==> config.mk <==
export PLATFORM = sky130hd
export DESIGN_NAME = dual_slope_integrator_flat
export DESIGN_NICKNAME = d
export VERILOG_FILES = /design/src/rtl/dual_slope_integrator_if.sv /design/src/rtl/dual_slope_integrator.sv /design/src/flat_wrapper.sv
export SDC_FILE = /design/constraint.sdc
export NUM_CORES = 1
export LEC_CHECK = 0
export CAP_MARGIN = 20
export CORE_UTILIZATION = 55
export CTS_BUF_LIST = sky130_fd_sc_hd__clkbuf_16
export DETAILED_ROUTE_END_ITERATION = 8
export HOLD_SLACK_MARGIN = 0.12
export PLACE_DENSITY = 0.88
export SLEW_MARGIN = 20
export SYNTH_ARGS = -nofsm -noshare
export SYNTH_HDL_FRONTEND = slang
export SYNTH_SLANG_ARGS = --single-unit
==> constraint.sdc <==
create_clock -name clk -period 4.05 [get_ports clk]
set_clock_uncertainty 0.2 [all_clocks]
set_input_delay 0.405 -clock clk [delete_from_list [all_inputs] [get_ports clk]]
set_output_delay 0.405 -clock clk [all_outputs]
set_load 0.02 [all_outputs]
==> src/rtl/dual_slope_integrator_if.sv <==
// rtl/dual_slope_integrator_if.sv - switch commands in, integrator observation out
interface dual_slope_integrator_if #(
  parameter int WIDTH    = 20,
  parameter int VM_WIDTH = 10
);
  logic                ch_vm;
  logic                ch_vr;
  logic                ch_zr;
  logic [VM_WIDTH-1:0] vm;
  logic                Vint_z;
  logic [WIDTH-1:0]    vint;
  logic [2:0]          phase;
  logic                ovf;
  logic                err;
  logic [15:0]         up_cycles;

  modport master (
    output ch_vm, ch_vr, ch_zr, vm,
    input  Vint_z, vint, phase, ovf, err, up_cycles
  );

  modport slave (
    input  ch_vm, ch_vr, ch_zr, vm,
    output Vint_z, vint, phase, ovf, err, up_cycles
  );
endinterface

==> src/rtl/dual_slope_integrator.sv <==
// rtl/dual_slope_integrator.sv - cycle model of the dual-slope analog front end
module dual_slope_integrator #(
  parameter int WIDTH    = 20,
  parameter int VM_WIDTH = 10,
  parameter int VREF     = 1000
) (
  input logic                    clk,
  input logic                    rst_s,
  dual_slope_integrator_if.slave fe
);

  localparam logic [2:0] S_IDLE  = 3'd0;
  localparam logic [2:0] S_INTEG = 3'd1;
  localparam logic [2:0] S_DEINT = 3'd2;
  localparam logic [2:0] S_ZERO  = 3'd3;
  localparam logic [2:0] S_ERR   = 3'd4;

  localparam logic [WIDTH-1:0] ACC_MAX = '1;
  localparam logic [WIDTH-1:0] VREF_W  = WIDTH'(VREF);

  logic [2:0]          state_q, state_d;
  logic [WIDTH-1:0]    acc_q, acc_d;
  logic [VM_WIDTH-1:0] vm_hold_q, vm_hold_d;
  logic [15:0]         up_q, up_d;
  logic                ovf_q, ovf_d;
  logic                err_q, err_d;

  logic                entry;
  logic [VM_WIDTH-1:0] sample;
  logic [WIDTH:0]      sum;

  always_comb begin
    state_d = S_ERR;
    if (state_q != S_ERR) begin
      unique case ({fe.ch_vm, fe.ch_vr, fe.ch_zr})
        3'b000:  state_d = S_IDLE;
        3'b100:  state_d = S_INTEG;
        3'b010:  state_d = S_DEINT;
        3'b001:  state_d = S_ZERO;
        default: state_d = S_ERR;
      endcase
    end
  end

  // The entry edge integrates the live vm; later edges use the captured copy.
  assign entry  = (state_q != S_INTEG);
  assign sample = entry ? fe.vm : vm_hold_q;
  assign sum    = {1'b0, acc_q} + (WIDTH+1)'(sample);

  always_comb begin
    acc_d     = acc_q;
    vm_hold_d = vm_hold_q;
    up_d      = up_q;
    ovf_d     = ovf_q;
    err_d     = err_q;
    unique case (state_d)
      S_INTEG: begin
        if (entry) begin
          vm_hold_d = fe.vm;
          up_d      = 16'd1;
        end else if (up_q != 16'hFFFF) begin
          up_d = up_q + 16'd1;
        end
        if (sum[WIDTH]) begin
          acc_d = ACC_MAX;
          ovf_d = 1'b1;
        end else begin
          acc_d = sum[WIDTH-1:0];
        end
      end
      S_DEINT: acc_d = (acc_q < VREF_W) ? '0 : acc_q - VREF_W;
      S_ZERO: begin
        acc_d = '0;
        ovf_d = 1'b0;
      end
      S_ERR:   err_d = 1'b1;
      default: ;
    endcase
  end

  always_ff @(posedge clk or posedge rst_s) begin
    if (rst_s) begin
      state_q   <= S_IDLE;
      acc_q     <= '0;
      vm_hold_q <= '0;
      up_q      <= '0;
      ovf_q     <= 1'b0;
      err_q     <= 1'b0;
    end else begin
      state_q   <= state_d;
      acc_q     <= acc_d;
      vm_hold_q <= vm_hold_d;
      up_q      <= up_d;
      ovf_q     <= ovf_d;
      err_q     <= err_d;
    end
  end

  assign fe.Vint_z    = (state_q == S_DEINT) && (acc_q == '0);
  assign fe.vint      = acc_q;
  assign fe.phase     = {state_q == S_INTEG, state_q == S_DEINT, state_q == S_ZERO};
  assign fe.ovf       = ovf_q;
  assign fe.err       = err_q;
  assign fe.up_cycles = up_q;

endmodule

==> src/flat_wrapper.sv <==
// flat-port wrapper written by rule: the top's interface ports become plain ports
module dual_slope_integrator_flat 
#(
  parameter int WIDTH    = 20,
  parameter int VM_WIDTH = 10,
  parameter int VREF     = 1000
)
  (clk, rst_s, fe_ch_vm, fe_ch_vr, fe_ch_zr, fe_vm, fe_Vint_z, fe_vint, fe_phase, fe_ovf, fe_err, fe_up_cycles);
  dual_slope_integrator_if #(.WIDTH(WIDTH), .VM_WIDTH(VM_WIDTH)) fe_i ();
  input logic clk;
  input logic rst_s;
  input wire logic [$bits(fe_i.ch_vm)-1:0] fe_ch_vm;
  input wire logic [$bits(fe_i.ch_vr)-1:0] fe_ch_vr;
  input wire logic [$bits(fe_i.ch_zr)-1:0] fe_ch_zr;
  input wire logic [$bits(fe_i.vm)-1:0] fe_vm;
  output wire logic [$bits(fe_i.Vint_z)-1:0] fe_Vint_z;
  output wire logic [$bits(fe_i.vint)-1:0] fe_vint;
  output wire logic [$bits(fe_i.phase)-1:0] fe_phase;
  output wire logic [$bits(fe_i.ovf)-1:0] fe_ovf;
  output wire logic [$bits(fe_i.err)-1:0] fe_err;
  output wire logic [$bits(fe_i.up_cycles)-1:0] fe_up_cycles;
  assign fe_i.ch_vm = fe_ch_vm;
  assign fe_i.ch_vr = fe_ch_vr;
  assign fe_i.ch_zr = fe_ch_zr;
  assign fe_i.vm = fe_vm;
  assign fe_Vint_z = fe_i.Vint_z;
  assign fe_vint = fe_i.vint;
  assign fe_phase = fe_i.phase;
  assign fe_ovf = fe_i.ovf;
  assign fe_err = fe_i.err;
  assign fe_up_cycles = fe_i.up_cycles;
  dual_slope_integrator #(.WIDTH(WIDTH), .VM_WIDTH(VM_WIDTH), .VREF(VREF)) u_core (.clk(clk), .rst_s(rst_s), .fe(fe_i));
endmodule
== After elaboration in Yosys (flattened, before gate mapping) ==
Cells that the tools add are included.
Word-level totals
  register bits: 51
  input port bits: 15
  output and inout port bits: 42
  word-level logic and storage cells: 42
Operators by class
  reduce and logical (&&, ||, !) cells: 8
  mux-type cells: 10
  equal/unequal tests: 14
  order comparisons: 1
  add/sub/neg operators: 3
Operator list (number)
  $pmux 20 s3: 1
  $mux 20: 2
  $mux 16: 2
  $add 20x10->21: 1
  $logic_not 20->1: 1
  $lt 20x10->1 const B: 1
  $sub 20x10->20 const B: 1
  $add 16x1->16 const B: 1
  $ne 16x16->1 const B: 1
  $eq 3x2->1 const B: 5
  $pmux 3 s4: 1
  $mux 10: 1
  $eq 3x1->1 const B: 3
  $eq 3x3->1 const B: 2
  $reduce_and 2->1: 2
  $reduce_bool 2->1: 2
  $logic_not 3->1: 1
  $mux 3: 1
  $ne 3x1->1 const B: 1
  $ne 3x3->1 const B: 1
  $reduce_bool 3->1: 1
  $ne 2x1->1 const B: 1
  $pmux 1 s2: 1
  $logic_and 1x1->1: 1
  $mux 1: 1

== Depth between registers and ports, before layout ==
  word-level depth: 6
  depth in mapped cells: 16
  mapped depth without buffers: 13

== Worst setup path after synthesis ==
Ideal clock, no wire load.
  path kind: register to register
  from: register u_core.state_q[1]
  to: register u_core.acc_q[11] (netlist: u_core.fe.vint[11])
  clock period less this slack: 3.829 ns
  arrival: 3.542 ns
  required time: 3.763 ns
  stages on the path, launching flop included: 17
  setup slack: 0.221 ns
  cell sequence: dfrtp_1 or3b_1 clkbuf_1 inv_1 buf_1 nand2_1 nand2_1 ha_1 inv_1 fa_1 nand3b_1 a211oi_1 nor3_2 nor3_1 clkbuf_1 o21ai_0 a22oi_1
Between the ends
  word-level cells in the longest chain between the ends: 5
  elaborated cells on any way between the ends: 11
RTL lines
  from (decl): RTL line dual_slope_integrator.sv:21  | logic [2:0] state_q, state_d;
  from (signal assigned): RTL line dual_slope_integrator.sv:90  | state_q <= state_d;
  $ne 3x1->1: RTL line dual_slope_integrator.sv:46  | assign entry = (state_q != S_INTEG);
  $mux 10: RTL line dual_slope_integrator.sv:47  | assign sample = entry ? fe.vm : vm_hold_q;
  net u_core.sample[0]: RTL line dual_slope_integrator.sv:29  | logic [VM_WIDTH-1:0] sample;
  $add 20x10->21: RTL line dual_slope_integrator.sv:48  | assign sum = {1'b0, acc_q} + (WIDTH+1)'(sample);
  $mux 20: RTL line dual_slope_integrator.sv:64  | if (sum[WIDTH]) begin
  $pmux 20 s3: RTL line dual_slope_integrator.sv:56  | unique case (state_d)
  to (signal assigned): RTL line dual_slope_integrator.sv:84  | acc_q <= '0;
  to (signal assigned): RTL line dual_slope_integrator.sv:91  | acc_q <= acc_d;
  to (decl): RTL line dual_slope_integrator.sv:22  | logic [WIDTH-1:0] acc_q, acc_d;
The timed path passes the listed nets, and every way through them passes these cells.
A chain may end at the register's enable or synchronous reset.

== Worst setup path after layout ==
  from: register u_core.state_q[1]
  to: register u_core.ovf_q (netlist: u_core.fe.ovf)
Between the ends
  word-level cells in the longest chain between the ends: 5
  elaborated cells on any way between the ends: 11
RTL lines
  $ne 3x1->1: RTL line dual_slope_integrator.sv:46
  $mux 10: RTL line dual_slope_integrator.sv:47
  net u_core.sample[0]: RTL line dual_slope_integrator.sv:29
  $add 20x10->21: RTL line dual_slope_integrator.sv:48
  $ne 2x1->1 (no source line)
  $reduce_and 2->1 (no source line)
  to (signal assigned): RTL line dual_slope_integrator.sv:94  | ovf_q <= ovf_d;
  to (decl): RTL line dual_slope_integrator.sv:25  | logic ovf_q, ovf_d;
The timed path passes the listed nets, and every way through them passes these cells.

==> impl_metrics.env <==
export IMPL_hold_violations=0
export IMPL_path_clk_slew_ns=0.07
export IMPL_p_leak_nw=1.83
export IMPL_worst_pin_slew_ns=0.895
export IMPL_peakVddDrop_mv=0.414
export IMPL_crit_required_ns=4.09
export IMPL_clk_path_buf_depth=2
export IMPL_relSlewSlack_pct=40.3
export IMPL_synth_edf_count=0
export IMPL_fin_setup_tns_ns=0
export IMPL_initial_utilization_pct=57.0
export IMPL_fin_ws_ns=0.370
export IMPL_rr_startpoint="u_core.state_q[1]$_DFF_PP0_"
export IMPL_synthFlopType="dfrtp_1"
export IMPL_hp_class="flip-flop to flip-flop"
export IMPL_crit_start="u_core.state_q[1]$_DFF_PP0_"
export IMPL_yosysSeqAreaShare_pct=35.3
export IMPL_rows=29
export IMPL_endpoint_kind="flip-flop"
export IMPL_drive_gt1_share_pct=6.44
export IMPL_cp_cell_sequence="or3b_1, clkinvlp_4, nand2_1, nand2_1, ha_1, inv_1, fa_1, nand3b_1, a211oi_1, nor3_4, nor3_1, buf_4, a21o_1, a22o_1"
export IMPL_cp_num_buf_inv=3
export IMPL_cts_sinks=51
export IMPL_ys_warnings_count=0
export IMPL_die_area_um2=6910
export IMPL_power_density_nw_per_um2=536
export IMPL_wire_per_inst_um=17.5
export IMPL_drc=0
export IMPL_final_cell_mix="nand2_1 (93), clkdlybuf4s50_1 (56), dfrtp_1 (51)"
export IMPL_slew_violations=0
export IMPL_grt_antenna_before_repair=0
export IMPL_crit_family="simple AND/OR/NAND/NOR gates"
export IMPL_path_depth=14
export IMPL_ff2ff_path_depth=14
export IMPL_overflow=0
export IMPL_grt_max_degree=52
export IMPL_nFillCells=493
export IMPL_outcome="finished, final reports clean"
export IMPL_ant_nets=0
export IMPL_hold_path_startpoint="u_core.fe.err$_DFFE_PP0N_"
export IMPL_vias_per_cell=6.52
export IMPL_max_cap_violations=0
export IMPL_layout_commonest_cell="nand2_1"
export IMPL_clock_latency_ns=0.30
export IMPL_ioPinCount=57
export IMPL_total_power_mw=2.35
export IMPL_h_tree_depth=2
export IMPL_path_max_fanout=15
export IMPL_cpMaxStageDelayCell="or3b_1"
export IMPL_antenna_cells=0
export IMPL_cts_tree="built"
export IMPL_fin_crit_sh_pct=90.9
export IMPL_min_period_ns=3.68
export IMPL_grt_pass1_wl_um=16800
export IMPL_max_freq_ghz=0.272
export IMPL_crit_type="flip-flop to flip-flop"
export IMPL_firstDrtPassIters=5
export IMPL_holdPathStages=1
export IMPL_netlist_area_um2=3620
export IMPL_layout_nets=525
export IMPL_start_kind="flip-flop"
export IMPL_rsz0062_at_grt="no"
export IMPL_die_width_um=83.1
export IMPL_syn_nets=477
export IMPL_io_buffer_count=56
export IMPL_cts_inserted_buffers=5
export IMPL_slowest_delay_ns=0.44
export IMPL_coreArea_um2=6350
export IMPL_grt_pass1_vias=3518
export IMPL_dp_hpwl_um=7050
export IMPL_vias=3745
export IMPL_synthToLayoutAreaGrowth_pct=21.3
export IMPL_synth_seq_cells=51
export IMPL_post_cts_buffers=0
export IMPL_arrival_ns=3.72
export IMPL_cts_root_buf="clkbuf_16"
export IMPL_ys_async_sr_fraction_pct=100
export IMPL_die_h_um=83.1
export IMPL_pre_cts_slack_ns=0.294
export IMPL_cpMostUsedCell="nand2_1"
export IMPL_wl_um=10000
export IMPL_grt_usage_pct=30.1
export IMPL_setup_viol=0
export IMPL_synthCells=448
export IMPL_globalplace_congestion=0.901
export IMPL_drt_initial_drc_count=403
export IMPL_syn_area_per_cell_um2=8.08
export IMPL_synth_cell_types=68
[registers in the layout, summed over array words and instances, names as in the netlist]
register             cells
u_core.state_q           3
u_core.fe.err            1
u_core.fe.vint          20
u_core.fe.up_cycles     16
u_core.vm_hold_q        10
u_core.fe.ovf            1
[worst reg2reg max path, cell delays in order, from the launching register on]
cell and delay (ns):
dfrtp_1 0.41, or3b_1 0.44, clkinvlp_4 0.25, nand2_1 0.09
nand2_1 0.08, ha_1 0.19, inv_1 0.06, fa_1 0.38
nand3b_1 0.21, a211oi_1 0.43, nor3_4 0.13, nor3_1 0.24
buf_4 0.22, a21o_1 0.15, a22o_1 0.14
[cell families (layout without fill, tap and decap cells)]
group | Yosys count | in the layout | synth area share, %
XOR/XNOR | 20 | 20 | 4.84
AO/OA/AOI/OAI | 123 | 123 | 22.7
buffers and inverters | 32 | 81 | 3.84
multiplexers | 2 | 2 | 0.553
flip-flops | 51 | 51 | 35.3
AND/OR/NAND/NOR | 206 | 206 | 27.7
adder cells (fa/ha/maj) | 14 | 14 | 5.05
[cells in the mapped netlist, types with 7 or more instances]
| master | n | area share [%] |
|---|---|---|
| a21o_1 | 7 | 1.5 |
| a31oi_1 | 8 | 1.4 |
| nor3_1 | 14 | 1.9 |
| o21ai_0 | 35 | 4.8 |
| ha_1 | 13 | 4.5 |
| dfrtp_1 | 51 | 35 |
| nand3_1 | 13 | 1.8 |
| xnor2_1 | 9 | 2.2 |
| nand2_1 | 93 | 9.6 |
| a21oi_1 | 22 | 3.0 |
| xor2_1 | 11 | 2.7 |
| nor2_1 | 29 | 3.0 |
| clkbuf_1 | 12 | 1.2 |
| nand4_1 | 8 | 1.4 |
| nand2b_1 | 7 | 1.2 |
| inv_1 | 9 | 0.93 |
| or3_1 | 8 | 1.4 |
[metrics by stage]
step,utilization (%),cells,hold WS (ns),area [um^2]
after floorplan,-,448,0.246,3620
after global placement,66.6,566,0.256,4230
after detailed placement,66.6,566,0.261,4230
after CTS,68.9,574,0.283,4380
after global routing,69.1,574,0.296,4390
final,69.1,574,0.282,4390
[layer usage]
metal | vias to the layer above | track usage, % | wire (um)
met2 | 225 | 47.7 | 4750
met1 | 1759 | 39.7 | 4040
met4 | 0 | 17.6 | 352
met5 | - | 0 | 0
li1 | 1728 | - | -
met3 | 33 | 3.88 | 880
[worst paths after layout]
kind	end	slack [ns]
setup / recovery	u_core.fe.ovf$_DFFE_PP0P_	0.37
hold reg to reg	u_core.fe.err$_DFFE_PP0N_	0.28
setup reg to reg	u_core.fe.ovf$_DFFE_PP0P_	0.37
hold / removal	u_core.fe.err$_DFFE_PP0N_	0.28
min in group asynchronous	u_core.fe.vint[19]$_DFFE_PP0P_	0.39
max in group asynchronous	u_core.vm_hold_q[5]$_DFFE_PP0P_	2.73
[timing repair]
item                                   in CTS  in global routing
hold buffers                                0                  0
endpoints found under the hold margin       0                  0
gates resized for setup                     0                  2
setup endpoints to repair                   0                  1
[cell type report]
| class | instances | area (um^2) | area share, % |
|---|---|---|---|
| Multi-Input combinational cell | 365 | 2210 | 50.3 |
| Sequential cell | 51 | 1280 | 29.1 |
| Timing Repair Buffer | 63 | 613 | 14.0 |
| Clock buffer | 5 | 125 | 2.85 |
| Tap cell | 77 | 96.3 | 2.19 |
| Inverter | 10 | 42.5 | 0.969 |
| Clock inverter | 3 | 26.3 | 0.599 |
[power breakdown]
group	total, mW	leakage [nW]	switching (mW)	internal [mW]
clock network	0.445	0.0748	0.210	0.235
logic	1.06	1.10	0.580	0.475
registers	0.853	0.659	0.227	0.626
total	2.35	1.83	1.02	1.34
(Power assumes the default switching activity.)
